$ cat src/rtl/req_enc_pkg.sv
// Shared definitions for the round-robin request encoder.
package req_enc_pkg;

  localparam int unsigned N_DEF = 4;

  // Width of a binary index able to address n sources.
  function automatic int unsigned idx_w(input int unsigned n);
    return (n > 1) ? $clog2(n) : 1;
  endfunction

  typedef enum logic {
    EMPTY = 1'b0,
    FULL  = 1'b1
  } slot_t;

endpackage : req_enc_pkg

$ cat src/rtl/req_encoder_rr_pick.sv
// Round-robin picker: first set bit of cand scanning from ptr upward, modulo N.
module rr_pick
  import req_enc_pkg::*;
#(
  parameter  int unsigned N = N_DEF,
  localparam int unsigned W = idx_w(N)
) (
  input  logic [N-1:0] cand,
  input  logic [W-1:0] ptr,
  output logic         any,
  output logic [W-1:0] sel,
  output logic [N-1:0] onehot
);

  logic [N-1:0] w_rot;
  logic [W-1:0] w_src;
  logic [W-1:0] w_idx;
  logic         w_found;

  // Rotate right by ptr, fixed-priority LSB pick, then map back by adding ptr.
  always_comb begin
    w_rot   = '0;
    w_src   = '0;
    w_idx   = '0;
    w_found = 1'b0;
    for (int unsigned i = 0; i < N; i++) begin
      w_src    = W'(i) + ptr;
      w_rot[i] = cand[w_src];
    end
    for (int unsigned i = 0; i < N; i++) begin
      if (!w_found && w_rot[i]) begin
        w_idx   = W'(i);
        w_found = 1'b1;
      end
    end
    any    = w_found;
    sel    = w_idx + ptr;
    onehot = w_found ? (N'(1) << sel) : '0;
  end

endmodule : rr_pick

$ cat src/rtl/req_encoder_rr.sv
// Captures request lines into sticky pending bits and hands out one binary
// index per grant, round-robin fair, over a valid/ready output slot.
module req_encoder_rr
  import req_enc_pkg::*;
#(
  parameter  int unsigned N = N_DEF,
  localparam int unsigned W = idx_w(N)
) (
  input  logic         clk_i,
  input  logic         rst_ni,
  input  logic         en_i,
  input  logic [N-1:0] req_i,
  output logic [W-1:0] code_o,
  output logic         valid_o,
  input  logic         ready_i,
  output logic [N-1:0] pend_o,
  output logic         drop_o
);

  slot_t        r_state;
  slot_t        w_state_nxt;
  logic [N-1:0] r_pend;
  logic [W-1:0] r_ptr;
  logic [W-1:0] r_code;
  logic         r_drop;

  logic [N-1:0] w_cap;
  logic [N-1:0] w_cand;
  logic         w_load;
  logic         w_any;
  logic [W-1:0] w_sel;
  logic [N-1:0] w_onehot;
  logic [N-1:0] w_gmask;
  logic [N-1:0] w_pend_nxt;
  logic         w_drop_nxt;

  rr_pick #(
    .N(N)
  ) u_pick (
    .cand  (w_cand),
    .ptr   (r_ptr),
    .any   (w_any),
    .sel   (w_sel),
    .onehot(w_onehot)
  );

  // Capture, grant mask, pending update and slot next state.
  always_comb begin
    w_cap       = req_i & {N{en_i}};
    w_cand      = r_pend | w_cap;
    w_load      = (r_state == EMPTY) || ready_i;
    w_gmask     = (w_load && w_any) ? w_onehot : '0;
    // A bit that was already pending and is re-requested while being granted
    // stays set; a fresh request that is granted immediately is consumed.
    w_pend_nxt  = (w_cand & ~w_gmask) | (w_cap & r_pend);
    w_drop_nxt  = |(w_cap & r_pend & ~w_gmask);
    w_state_nxt = r_state;
    if (w_load) begin
      w_state_nxt = w_any ? FULL : EMPTY;
    end
  end

  // Output slot state register.
  always_ff @(posedge clk_i or negedge rst_ni) begin
    if (!rst_ni) begin
      r_state <= EMPTY;
    end else begin
      r_state <= w_state_nxt;
    end
  end

  // Pending bits, rotation pointer, held code and drop pulse.
  always_ff @(posedge clk_i or negedge rst_ni) begin
    if (!rst_ni) begin
      r_pend <= '0;
      r_ptr  <= '0;
      r_code <= '0;
      r_drop <= 1'b0;
    end else begin
      r_pend <= w_pend_nxt;
      r_drop <= w_drop_nxt;
      if (w_load && w_any) begin
        r_code <= w_sel;
        r_ptr  <= w_sel + W'(1);
      end
    end
  end

  assign code_o  = r_code;
  assign valid_o = (r_state == FULL);
  assign pend_o  = r_pend;
  assign drop_o  = r_drop;

endmodule : req_encoder_rr

$ cat config.mk
export PLATFORM = sky130hd
export DESIGN_NAME = req_encoder_rr
export DESIGN_NICKNAME = d
export VERILOG_FILES = /design/src/rtl/req_enc_pkg.sv /design/src/rtl/req_encoder_rr_pick.sv /design/src/rtl/req_encoder_rr.sv
export SDC_FILE = /design/constraint.sdc
export NUM_CORES = 1
export LEC_CHECK = 0
export BUFFER_PORTS_ARGS = -buffer_cell sky130_fd_sc_hd__buf_2
export CORE_MARGIN = 1
export CORE_UTILIZATION = 35
export CTS_BUF_LIST = sky130_fd_sc_hd__clkbuf_4
export DETAILED_ROUTE_END_ITERATION = 12
export PLACE_DENSITY_LB_ADDON = 0.05
export SLEW_MARGIN = 20
export SYNTH_ARGS = -nofsm -noshare
export SYNTH_HDL_FRONTEND = slang
export SYNTH_HIERARCHICAL = 1
export SYNTH_SLANG_ARGS = --single-unit
$ cat constraint.sdc
create_clock -name clk_i -period 4.92 [get_ports clk_i]
set_clock_uncertainty 0.1 [all_clocks]
set_input_delay 0.984 -clock clk_i [delete_from_list [all_inputs] [get_ports clk_i]]
set_output_delay 0.984 -clock clk_i [all_outputs]
set_load 0.03 [all_outputs]
## After elaboration in Yosys (flattened, before gate mapping)

Index checks and enable logic that the tools add are counted.

| operators by class | value |
|---|---|
| add/subtract/negate cells | 5 |
| $mul | 0 |
| divide/modulo/power cells | 0 |
| magnitude comparators | 4 |
| equality and inequality tests | 0 |
| shift-type cells | 1 |
| muxes and demuxes | 18 |
| bitwise logic cells | 8 |
| reductions and logical operators | 9 |

Operators with widths:

| cell | count |
|---|---|
| bitwise AND 4 bit | 4 |
| less-than comparator 2 x 3 -> 1 bit (second input constant) | 4 |
| 2-to-1 mux 1 bit | 10 |
| binary-select mux 1 bit (select 2 bit) | 4 |
| 2-to-1 mux 4 bit | 2 |
| OR 4 bit | 2 |
| adder 2 bit (first input constant) | 2 |
| logical AND 1 bit | 4 |
| 2-to-1 mux 2 bit | 2 |
| inverter 4 bit | 1 |
| OR reduction 4 bit | 1 |
| << shifter 1 x 2 -> 4 bit (first input constant) | 1 |
| logical NOT 1 bit | 3 |
| adder 1 x 2 -> 2 bit (first input constant) | 1 |
| adder 2 x 1 -> 2 bit (second input constant) | 1 |
| adder 2 bit | 1 |
| logical OR 1 bit | 1 |
| inverter 1 bit | 1 |

| storage, ports and cells | value |
|---|---|
| bits in registers | 10 |
| bits in latches | 0 |
| memory bits (writable) | 0 |
| ROM bits | 0 |
| input port bits | 8 |
| output and inout bits | 8 |
| logic and storage cells | 50 |
| memories kept | 0 |

## Longest topological paths before layout

| logic depth | value |
|---|---|
| depth in word-level cells | 21 |
| mapped depth | 12 |
| mapped depth without buffers | 12 |

## By module

The synthesis kept the hierarchy.

By module, submodules not included:

| module | times used | cells each | area each (um^2) | seq. area each (um^2) |
|---|---|---|---|---|
| req_encoder_rr | 1 | 46 | 508.0 | 250.2 |
| rr_pick | 1 | 40 | 277.8 | 0.0 |

## Least setup slack after synthesis

OpenSTA, ideal clock, no wires.

| path | value |
|---|---|
| kind | input to register |
| from | input port req_i[0] |
| to | register r_drop, in the netlist drop_o |
| setup time | 0.129 ns |
| arrival time | 3.083 ns |
| data required time | 4.691 ns |
| setup slack | 1.608 ns |
| stages | 11 |
| path buffers | 0 |
| path through | and2_1 > or2_2 > o21a_1 > a21oi_1 > o211ai_1 > ha_1 > xnor2_1 > nand2_1 > mux2i_1 > a31oi_1 > o41a_1 |

| between the ends | value |
|---|---|
| word-level cells in the longest chain between the ends | 21 |
| elaborated cells on any way between the ends | 32 |
| classes of those cells | add/sub (1); shift (1); mux (17); bitwise (5); reduce/logical (8) |

RTL lines:

| item | line | RTL |
|---|---|---|
| from (decl) | req_encoder_rr.sv:12 | `input logic [N-1:0] req_i,` |
| bitwise AND 4 bit (*) | req_encoder_rr.sv:49 | `w_cap = req_i & {N{en_i}};` |
| OR 4 bit (*) | req_encoder_rr.sv:50 | `w_cand = r_pend \| w_cap;` |
| named net w_cand[0] | req_encoder_rr.sv:28 | `logic [N-1:0] w_cand;` |
| binary-select mux 1 bit (select 2 bit) | req_encoder_rr_pick.sv:28 | `w_rot[i] = cand[w_src];` |
| 2-to-1 mux 1 bit (not written as such) | req_encoder_rr_pick.sv:28 |  |
| 2-to-1 mux 1 bit | req_encoder_rr_pick.sv:31 | `if (!w_found && w_rot[i]) begin` |
| logical NOT 1 bit | req_encoder_rr_pick.sv:31 |  |
| logical AND 1 bit | req_encoder_rr_pick.sv:31 |  |
| (+8 left out) | -- |  |
| << shifter 1 x 2 -> 4 bit | req_encoder_rr_pick.sv:38 | `onehot = w_found ? (N'(1) << sel) : '0;` |
| 2-to-1 mux 4 bit (*) | req_encoder_rr_pick.sv:38 |  |
| named net w_onehot[2] | req_encoder_rr.sv:32 | `logic [N-1:0] w_onehot;` |
| 2-to-1 mux 4 bit (*) | req_encoder_rr.sv:52 | `w_gmask = (w_load && w_any) ? w_onehot : '0;` |
| inverter 4 bit (*) | req_encoder_rr.sv:56 | `w_drop_nxt = \|(w_cap & r_pend & ~w_gmask);` |
| bitwise AND 4 bit (*) | req_encoder_rr.sv:56 |  |
| OR reduction 4 bit (*) | req_encoder_rr.sv:56 |  |
| named net w_drop_nxt | req_encoder_rr.sv:35 | `logic w_drop_nxt;` |
| to (signal assigned) | req_encoder_rr.sv:81 | `r_drop <= w_drop_nxt;` |
| to (decl) | req_encoder_rr.sv:25 | `logic r_drop;` |

Mark *: on every way through the listed nets, which the timed path passes. The rest lies on a longest branch. The select of a mux whose other input is x is not followed.
A chain may end at the register's enable or synchronous reset.

## Worst setup path in the final report

| path | value |
|---|---|
| from | input port en_i |
| to | register r_drop, in the netlist drop_o |

| between the ends | value |
|---|---|
| word-level cells in the longest chain between the ends | 21 |
| elaborated cells on any way between the ends | 32 |
| classes of those cells | add/sub (1); shift (1); mux (17); bitwise (5); reduce/logical (8) |

RTL lines:

| item | line | RTL |
|---|---|---|
| from (decl) | req_encoder_rr.sv:11 | `input logic en_i,` |
| bitwise AND 4 bit (*) | req_encoder_rr.sv:49 |  |
| OR 4 bit (*) | req_encoder_rr.sv:50 |  |
| named net w_cand[3] | req_encoder_rr.sv:28 |  |
| binary-select mux 1 bit (select 2 bit) | req_encoder_rr_pick.sv:28 |  |
| 2-to-1 mux 1 bit (not written as such) | req_encoder_rr_pick.sv:28 |  |
| 2-to-1 mux 1 bit | req_encoder_rr_pick.sv:31 |  |
| logical NOT 1 bit | req_encoder_rr_pick.sv:31 |  |
| logical AND 1 bit | req_encoder_rr_pick.sv:31 |  |
| (+8 left out) | -- |  |
| << shifter 1 x 2 -> 4 bit | req_encoder_rr_pick.sv:38 |  |
| 2-to-1 mux 4 bit (*) | req_encoder_rr_pick.sv:38 |  |
| named net w_onehot[2] | req_encoder_rr.sv:32 |  |
| 2-to-1 mux 4 bit (*) | req_encoder_rr.sv:52 |  |
| inverter 4 bit (*) | req_encoder_rr.sv:56 |  |
| bitwise AND 4 bit (*) | req_encoder_rr.sv:56 |  |
| OR reduction 4 bit (*) | req_encoder_rr.sv:56 |  |
| named net w_drop_nxt | req_encoder_rr.sv:35 |  |

Marked as above.

==> key figures <==
Floorplanning
  – I/O Pins: 16
  – # rows: 16
  – Die Wd: 49.4 um
  – Core area: 2040 um2
  – Starting Density: 38.5%
  – Die height: 49.4 um
  – Die ar.: 2440 um2

CTS
  – Post-CTS Hold Buffers: 0
  – Worst-Skew Late Latency: 260 ps
  – Setup repair bufs after CTS: 0
  – Clock tree sinks: 10
  – Root Buffer: clkbuf_4
  – CTS H-tree lvls: 1
  – Clock Path Buffers: 2
  – Clock-pin slew on the worst setup and hold paths: 70 ps
  – CTS tree: built
  – PostCTS Resize Cnt: 0
  – Cts bufs inserted: 3

Timing
  – Highest Clock Rate: 295 MHz
  – Final period util: 69.0%
  – Slew headroom: 65.7%
  – Fin. max-slew vios: 0
  – Setup violations, final: 0
  – Minimum clock period: 3390 ps
  – Slew @ Worst Pin: 509 ps
  – Count of final hold-check violations: 0
  – TNS Setup: 0 ps
  – Unrepaired setup endpoints after global routing: no

Setup path
  – Setup crit end kind: flip-flop
  – Worst-path cell chain: buf_2 > and2_1 > or2_2 > nor2_1 > nor4_1 > a21oi_1 > o211ai_1 > ha_1 > xnor2_1 > nand2_1 > mux2i_1 > a31oi_1 > o41a_1
  – CP Launch Type: primary input
  – CP max stage delay: 420 ps
  – WP data arrival: 3440 ps
  – Slowest cell on crit path: o41a_1
  – Crit path kind: in2reg
  – CP Buf/Inv Count: 1
  – CP max FO: 6
  – CP top delay family: simple AND/OR/NAND/NOR gates
  – CP required: 4960 ps

Route
  – Via count: 653
  – Routed wire length per instance: 12.4 um
  – Final WL: 1570 um
  – Drt first pass iters: 4
  – Detailed Route Iter0 Violations: 9
  – Routed Antenna Nets: 0
  – Post-DR vias/cell: 5.14
  – Number of remaining DRC errors: 0

Final layout
  – Finished Layout Cells: 127
  – Final-layout fill cell count: 229
  – Nets@finish: 110
  – Ant. Diodes: 0
  – Area grow syn2layout: 11.8%
  – Layout cells sized above 1: 26.0%
  – Finished Cell Area: 878 um2

Power and ir drop
  – P_leak: 0.359 nW
  – PD cells: 704 nW/um2
  – Combinational share of power: 65.2%
  – Clock share of power: 9.3%
  – Internal: 0.000318 W
  – Flop pwr share: 25.5%
  – Worst vdd ir: 291 uV
  – Net switching power: 0.000301 W
  – Switching Fraction: 48.6%

GRT
  – First-pass GRT wire length: 2750 um
  – GRT overflow: 0
  – Initial antenna violation count: 0
  – Largest net degree at the start of global routing: 13
  – Vias in the first global route: 609
  – Overall global routing resource usage: 15.1%

Outcome
  – Outcome: completed

Place
  – Placed insts: 123
  – Routability cong.: 0.707
  – Placed cell areas: 852 um2
  – Number of port buffers: 15
  – DP HPWL: 1230 um

Hold path
  – Hold Path Class: reg2reg

Synthesis
  – Most area-consuming cells after synthesis: dfrtp_1 32%, mux2i_1 7.6%, nand2_1 4.8%, buf_6 4.3%, mux2_2 4.3%
  – #FFs+latches synth: 10
  – Synth top area share: 31.8%
  – Synthesized area: 786 um2
  – Post-synth top flop: dfrtp_1
  – Post-Syn Nets: 95
  – Synth Area per Inst: 9.14 um2
  – Cell variety after synth: 34
  – Post-synth EDFFs: 0
  – Async S/R FF share, synth: 100%
  – Post-synthesis instance total: 86
  – Yosys warnings: 6
  – Area leader, netlist: dfrtp_1
  – Register area share after synthesis: 31.8%

Run
  – Max_cap viols: 0
[kinds of logic after synthesis]
kind of cell	after synthesis	share of synthesized area [%]
AO/OA/AOI/OAI	15	16.2
XOR/XNOR	4	4.46
adder cells (fa/ha/maj)	4	5.41
buffers and inverters	9	7.32
flip-flops	10	31.8
multiplexers	9	11.9
AND/OR/NAND/NOR	35	22.8
[worst register-to-register path: cells and delay by family, from the launching register on]
kind                       cells  cell delay [ps]
AOI/OAI and AO/OA              4              750
xor gates and xnor gates       1              290
adders and majority gates      1              230
DFF                            1              410
muxes                          1              220
and+or+nand+nor                4              720
[placed cells by master, fill, tap and decap left out, types with 2 or more instances in the layout]
master	n
nor4_1	2
dfrtp_1	10
nor2_1	4
mux2_2	3
inv_1	4
and2_1	3
buf_2	15
a31oi_1	2
or2_2	3
xnor2_1	2
nand2_1	10
maj3_1	3
nand2b_1	5
o22ai_1	2
mux2i_1	6
clkbuf_4	3
xor2_1	2
nand3_1	4
o22a_1	2
[sequential cells by signal (all words and copies together), names as in the netlist]
register / flops
valid_o: 1
r_ptr: 2
drop_o: 1
code_o: 2
pend_o: 4
[cell usage after synthesis, types with 2 or more instances]
| cell | count |
|---|---|
| xor2_1 | 2 |
| o22a_1 | 2 |
| dfrtp_1 | 10 |
| nor4_1 | 2 |
| nand2b_1 | 5 |
| mux2i_1 | 6 |
| nor2_1 | 4 |
| mux2_2 | 3 |
| inv_1 | 4 |
| and2_1 | 3 |
| nand3_1 | 4 |
| maj3_1 | 3 |
| a31oi_1 | 2 |
| buf_6 | 3 |
| o22ai_1 | 2 |
| nand2_1 | 10 |
| xnor2_1 | 2 |
| or2_2 | 3 |
[per-layer routing]
| metal | part of all wire [%] | up-vias | track usage, % | wire length [um] |
|---|---|---|---|---|
| met3 | 2.5 | 2 | 1.87 | 39 |
| met2 | 47 | 9 | 23.5 | 740 |
| li1 | - | 337 | - | - |
| met5 | 0 | - | 0 | 0 |
| met4 | 0.89 | 0 | 7.14 | 14 |
| met1 | 49 | 305 | 20.7 | 775 |
[final cells by class]
cell class	count	area (um2)	area share, %
clock buffers	3	22.5	2.56
clock inverters	1	3.75	0.427
inverters	4	15.0	1.71
multi-input cells	67	478	54.4
flip-flops and latches	10	250	28.5
well taps	27	33.8	3.85
repair buffers	15	75.1	8.55
[metrics by stage]
step / setup slack [ps] / total power (W) / hold slack [ps] / util (%)
after floorplan: 1610 / 0.000495 / 377 / -
after global placement: 1270 / 0.000562 / 382 / 41.7
after detailed placement: 1280 / 0.000567 / 386 / 41.7
after CTS: 1540 / 0.000631 / 404 / 43.0
after global routing: 1310 / 0.000686 / 440 / 43.0
final: 1530 / 0.000619 / 400 / 43.0
[power groups by stage]
stage,Clock (W),Sequential (W),Combinational (W)
3_5_place_dp,0,0.000160,0.000406
4_1_cts,0.0000635,0.000159,0.000408
3_3_place_gp,0,0.000160,0.000402
6_report,0.0000574,0.000158,0.000404
5_1_grt,0.0000667,0.000167,0.000452
2_1_floorplan,0,0.000192,0.000303
[worst paths after layout]
path                           start         to  slack, ps  cells after the start
setup / recovery                en_i     drop_o       1530                     13
hold / removal             code_o[1]  code_o[1]        400                      1
setup reg to reg           pend_o[3]     drop_o       2090                     11
hold reg to reg            code_o[1]  code_o[1]        400                      1
max in group asynchronous     rst_ni     drop_o       4040                      1
min in group asynchronous     rst_ni   r_ptr[1]        480                      1
Note: power is estimated with default switching activity, not from simulation.
